**src/rtl/filtro_vagas_if.sv**
```systemverilog
// Signal bundle between the vacancy sensors, the conditioning stage and the selector/status logic.
interface filtro_vagas_if;
  logic [7:0] Sensor;
  logic [7:0] CH;
  logic       Varredura;
  logic [3:0] Livres;
  logic       Lotado;
  logic       Mudou;

  modport master (output Sensor, input CH, Varredura, Livres, Lotado, Mudou);
  modport slave  (input Sensor, output CH, Varredura, Livres, Lotado, Mudou);
endinterface

```
**src/rtl/filtro_vagas.sv**
```systemverilog
// Vacancy input conditioning: 2-flop sync + per-bit debounce, free-space count,
// full flag, change pulse and the selector's column-scan phase.
module filtro_vagas_bit #(
  parameter int DEBOUNCE_CYCLES = 4
) (
  input  logic Clock,
  input  logic Reset,
  input  logic s2,
  output logic ch,
  output logic upd
);
  localparam int CW = (DEBOUNCE_CYCLES > 1) ? $clog2(DEBOUNCE_CYCLES) : 1;
  localparam logic [CW-1:0] LAST = CW'(DEBOUNCE_CYCLES - 1);

  logic [CW-1:0] cnt;

  // High on the edge where this bit accepts its new value.
  assign upd = (s2 != ch) && (cnt == LAST);

  always_ff @(posedge Clock) begin
    if (Reset) begin
      cnt <= '0;
      ch  <= 1'b0;
    end else if (s2 == ch) begin
      cnt <= '0;
    end else if (cnt == LAST) begin
      ch  <= s2;
      cnt <= '0;
    end else begin
      cnt <= cnt + 1'b1;
    end
  end
endmodule

module filtro_vagas #(
  parameter int DEBOUNCE_CYCLES = 4,
  parameter int SCAN_DIV        = 2
) (
  input  logic           Clock,
  input  logic           Reset,
  filtro_vagas_if.slave  bus
);
  localparam int NUM_LANES = 8;
  localparam int DW = (SCAN_DIV > 1) ? $clog2(SCAN_DIV) : 1;
  localparam logic [DW-1:0] DIV_LAST = DW'(SCAN_DIV - 1);

  logic [NUM_LANES-1:0] s1, s2, ch, upd;
  logic [3:0]           free, livres;
  logic                 lotado, mudou, varredura;
  logic [DW-1:0]        div;

  genvar i;
  generate
    for (i = 0; i < NUM_LANES; i++) begin : g_lane
      filtro_vagas_bit #(.DEBOUNCE_CYCLES(DEBOUNCE_CYCLES)) u_bit (
        .Clock (Clock),
        .Reset (Reset),
        .s2    (s2[i]),
        .ch    (ch[i]),
        .upd   (upd[i])
      );
    end
  endgenerate

  always_comb begin
    free = 4'd8;
    for (int j = 0; j < NUM_LANES; j++) free = free - {3'b000, ch[j]};
  end

  always_ff @(posedge Clock) begin
    if (Reset) begin
      s1     <= '0;
      s2     <= '0;
      mudou  <= 1'b0;
      livres <= 4'd8;
      lotado <= 1'b0;
    end else begin
      s1     <= bus.Sensor;
      s2     <= s1;
      mudou  <= |upd;
      livres <= free;
      lotado <= (free == 4'd0);
    end
  end

  // Free-running scan phase, independent of sensor activity.
  always_ff @(posedge Clock) begin
    if (Reset) begin
      div       <= '0;
      varredura <= 1'b0;
    end else if (div == DIV_LAST) begin
      div       <= '0;
      varredura <= ~varredura;
    end else begin
      div <= div + 1'b1;
    end
  end

  assign bus.CH        = ch;
  assign bus.Mudou     = mudou;
  assign bus.Livres    = livres;
  assign bus.Lotado    = lotado;
  assign bus.Varredura = varredura;
endmodule

```
**src/flat_wrapper.sv**
```systemverilog
// flat-port wrapper written by rule: the top's interface ports become plain ports
module filtro_vagas_flat 
#(
  parameter int DEBOUNCE_CYCLES = 4,
  parameter int SCAN_DIV        = 2
)
  (Clock, Reset, bus_Sensor, bus_CH, bus_Varredura, bus_Livres, bus_Lotado, bus_Mudou);
  filtro_vagas_if bus_i ();
  input  logic Clock;
  input  logic Reset;
  input wire logic [$bits(bus_i.Sensor)-1:0] bus_Sensor;
  output wire logic [$bits(bus_i.CH)-1:0] bus_CH;
  output wire logic [$bits(bus_i.Varredura)-1:0] bus_Varredura;
  output wire logic [$bits(bus_i.Livres)-1:0] bus_Livres;
  output wire logic [$bits(bus_i.Lotado)-1:0] bus_Lotado;
  output wire logic [$bits(bus_i.Mudou)-1:0] bus_Mudou;
  assign bus_i.Sensor = bus_Sensor;
  assign bus_CH = bus_i.CH;
  assign bus_Varredura = bus_i.Varredura;
  assign bus_Livres = bus_i.Livres;
  assign bus_Lotado = bus_i.Lotado;
  assign bus_Mudou = bus_i.Mudou;
  filtro_vagas #(.DEBOUNCE_CYCLES(DEBOUNCE_CYCLES), .SCAN_DIV(SCAN_DIV)) u_core (.Clock(Clock), .Reset(Reset), .bus(bus_i));
endmodule
```
**config.mk**
```make
export PLATFORM = sky130hd
export DESIGN_NAME = filtro_vagas_flat
export DESIGN_NICKNAME = d
export VERILOG_FILES = /design/src/rtl/filtro_vagas_if.sv /design/src/rtl/filtro_vagas.sv /design/src/flat_wrapper.sv
export SDC_FILE = /design/constraint.sdc
export NUM_CORES = 1
export LEC_CHECK = 0
export ABC_AREA = 0
export CAP_MARGIN = 25
export CORE_MARGIN = 2
export CORE_UTILIZATION = 53
export DETAILED_ROUTE_END_ITERATION = 7
export PLACE_DENSITY = 0.85
export RECOVER_POWER = 100
export SETUP_SLACK_MARGIN = 0.5
export SKIP_CTS_REPAIR_TIMING = 1
export SYNTH_ARGS = -nofsm -noshare
export SYNTH_HDL_FRONTEND = slang
export SYNTH_HIERARCHICAL = 1
export SYNTH_SLANG_ARGS = --single-unit
```
**constraint.sdc**
```tcl
create_clock -name Clock -period 4.14 [get_ports Clock]
set_input_delay 0.414 -clock Clock [delete_from_list [all_inputs] [get_ports Clock]]
set_output_delay 0.414 -clock Clock [all_outputs]
set_load 0.03 [all_outputs]
```
==> results.py <==
metrics = {
    "status": {
        "status": "completed",
    },
    "power_and_ir_drop": {
        "p_total_mw": 0.710,
        "ir_worst_vdd_mv": 0.236,
        "leakagePower_nw": 1.04,
        "power_density_nw_per_um2": 330,
    },
    "clock_network": {
        "cts-root-buf": "clkbuf_4",
        "cts_tree": "yes",
        "cts_buffers": 5,
        "clkSlewWorstSetupHoldPaths_ns": 0.12,
        "insertion_delay_ns": 0.35,
        "clock_path_buffers": 2,
        "cts_sinks": 48,
        "cts.htree.levels": 2,
    },
    "floorplanning": {
        "start_util_pct": 55.1,
        "core_area_sq_um": 3310,
        "io-pin-count": 25,
        "num_rows": 21,
        "die-area_sq_um": 3930,
        "die_w_um": 62.7,
        "die_h_um": 62.7,
    },
    "layout": {
        "n_antenna_cell": 0,
        "instances_no_fill": 239,
        "drive_gt1_share_pct": 7.25,
        "nNetsFinal": 220,
        "synthToLayoutAreaGrowth_pct": 18.2,
        "fin_area_sq_um": 2150,
    },
    "logic_synthesis": {
        "synthCells": 163,
        "synth_adder_area_share_pct": 13.3,
        "synth_top_family_by_area": "simple AND/OR/NAND/NOR gates",
        "ys_types": 20,
        "synth_xor_area_share_pct": 4.32,
        "syn_area_sq_um": 1820,
        "synth_nets": 190,
        "synth-simple-area-share_pct": 21.6,
        "synth-compound-area-share_pct": 0.275,
        "muxShareOfSynthArea_pct": 4.39,
        "ys_warn_count": 6,
        "ys_seq_area_share_pct": 52.7,
        "synth-seq-cells": 48,
        "synth.avg_cell_area_sq_um": 11.2,
    },
    "critical_path": {
        "start_kind": "flop",
        "crit_required_ns": 4.35,
        "crit_type": "flop to flop",
        "worstSetupStartpoint": "u_core/g_lane[3].u_bit/ch",
        "arrival_ns": 2.97,
        "worstPathMaxFanout": 4,
        "crit_path_end_kind": "flop",
        "reg2reg_from": "u_core/g_lane[3].u_bit/ch",
    },
    "sta": {
        "rsz0062_at_grt": "false",
        "worstMarginPinSlew_ns": 0.984,
        "finalCritPeriodShare_pct": 66.7,
        "fin_skew_ns": 0.00611,
        "hold_viol": 0,
        "maxSlewViolCount": 0,
        "fin_crit_ns": 2.76,
        "whs_ns": 0.458,
        "slew_headroom_pct": 34.4,
        "fin_tns_setup_ns": 0,
        "fmax_ghz": 0.362,
        "setup_viol_count_final": 0,
    },
    "hold_path": {
        "min_from": "u_core/div",
        "min_path_type": "flop to flop",
    },
    "global_routing": {
        "grt-ovfl-total": 0,
        "grt_pass1_wl_um": 5310,
        "grt_max_degree": 25,
        "grt_pass1_vias": 1218,
        "antenna_found_initial": 0,
        "grt_usage_pct": 17.3,
    },
    "placement": {
        "dpl_cell_area_sq_um": 2110,
        "dp.cells": 232,
        "portBuffers": 24,
        "post-dp-hpwl_um": 2230,
        "routabilityCongestion": 0.746,
    },
    "drt": {
        "drtIter0Drc": 35,
        "drt_pass1_iterations": 4,
        "dr_total_vias": 1155,
        "wl_um": 3030,
        "drcViolationCount": 0,
        "ant_nets": 0,
        "avgViaCountPerCell": 4.83,
        "wl_per_cell_um": 12.7,
    },
    "flow_run": {
        "max-cap-violations": 0,
    },
}
[critical path: stages, from the launching register on]
cell	delay, ns
dfxtp_1	0.40
inv_1	0.08
fa_1	0.48
ha_1	0.23
fa_1	0.50
inv_1	0.06
fa_1	0.45
ha_1	0.29
nor2b_1	0.14
[state kept, by name, summed over array words and instances, names as in the netlist]
name / count
u_core/bus.Livres: 4
u_core/bus.Lotado: 1
u_core/bus.Mudou: 1
u_core/bus.Varredura: 1
u_core/div: 1
u_core/g_lane.u_bit/ch: 8
u_core/g_lane.u_bit/cnt: 16
u_core/s1: 8
u_core/s2: 8
[power breakdown]
part / total (mW) / switching (mW) / internal (mW)
clock network: 0.197 / 0.134 / 0.0628
registers: 0.479 / 0.00552 / 0.473
logic: 0.0339 / 0.0159 / 0.0180
total: 0.710 / 0.156 / 0.554
[cell families after synthesis]
family | Yosys count
buf+inv | 14
compound gates | 1
simple gates | 66
flops | 48
xor+xnor | 9
fa+ha+maj | 17
mux | 8
[synthesized netlist by cell type (all sizes together)]
| cell type | n | area (sq um) |
|---|---|---|
| xnor2 | 1 | 8.76 |
| nor3 | 1 | 5.00 |
| buf | 2 | 16.3 |
| dfxtp | 48 | 961 |
| nor2 | 19 | 71.3 |
| a21oi | 1 | 5.00 |
| ha | 13 | 163 |
| and3b | 8 | 70.1 |
| nor4 | 2 | 12.5 |
| and3 | 8 | 50.1 |
| xor2 | 8 | 70.1 |
| and2 | 8 | 60.1 |
| fa | 4 | 80.1 |
| nand2 | 1 | 3.75 |
| and2b | 2 | 15.0 |
| mux2i | 8 | 80.1 |
| nor2b | 16 | 100 |
| inv | 12 | 45.0 |
| or2 | 1 | 6.26 |
[per-stage QoR]
stage / util [%] / worst slack [ns]
after floorplan: - / 1.33
after global placement: 63.8 / 1.50
after detailed placement: 63.8 / 1.40
after CTS: 65.2 / 1.39
after global routing: 65.1 / 1.26
final: 65.1 / 1.38
[worst paths after layout]
path	to	slack [ns]	depth (start not counted)
worst max-delay path	u_core/bus.Livres[2]	1.38	8
worst min-delay path	u_core/div	0.46	1
worst max register to register	u_core/bus.Livres[2]	1.38	8
worst min register to register	u_core/div	0.46	1
[cell usage in the layout, fill, tap and decap left out]
master	synthesis	routed
and2b_1	2	2
fa_1	4	4
nor2_1	19	19
nor3_1	1	1
nand2_1	1	1
mux2i_1	8	8
xor2_1	8	8
nor2b_1	16	16
nor4_1	2	2
clkbuf_1	0	2
inv_1	12	12
clkinv_2	0	1
clkdlybuf4s50_1	0	8
and3b_1	8	8
dfxtp_1	48	48
dlygate4sd3_1	0	16
and2_2	8	8
a21oi_1	1	1
and3_1	8	8
or2_1	1	1
clkbuf_4	0	5
ha_1	13	13
xnor2_1	1	1
[metal layers]
| metal | track usage [%] | vias up | routed length (um) |
|---|---|---|---|
| met5 | 0 | - | 0 |
| met4 | 8.06 | 0 | 72 |
| met3 | 4.68 | 10 | 108 |
| met2 | 28.5 | 22 | 1500 |
| met1 | 21.1 | 541 | 1350 |
| li1 | - | 582 | - |
[layout make-up]
| type | instances | area, sq um |
|---|---|---|
| Timing Repair Buffer | 25 | 244 |
| Inverter | 12 | 45.0 |
| Clock inverter | 1 | 5.00 |
| Tap cell | 46 | 57.6 |
| Clock buffer | 6 | 41.3 |
| Sequential cell | 48 | 961 |
| Multi-Input combinational cell | 101 | 801 |
| Fill cell | 268 | 1160 |
No activity file was read; power rests on OpenSTA's default activity.
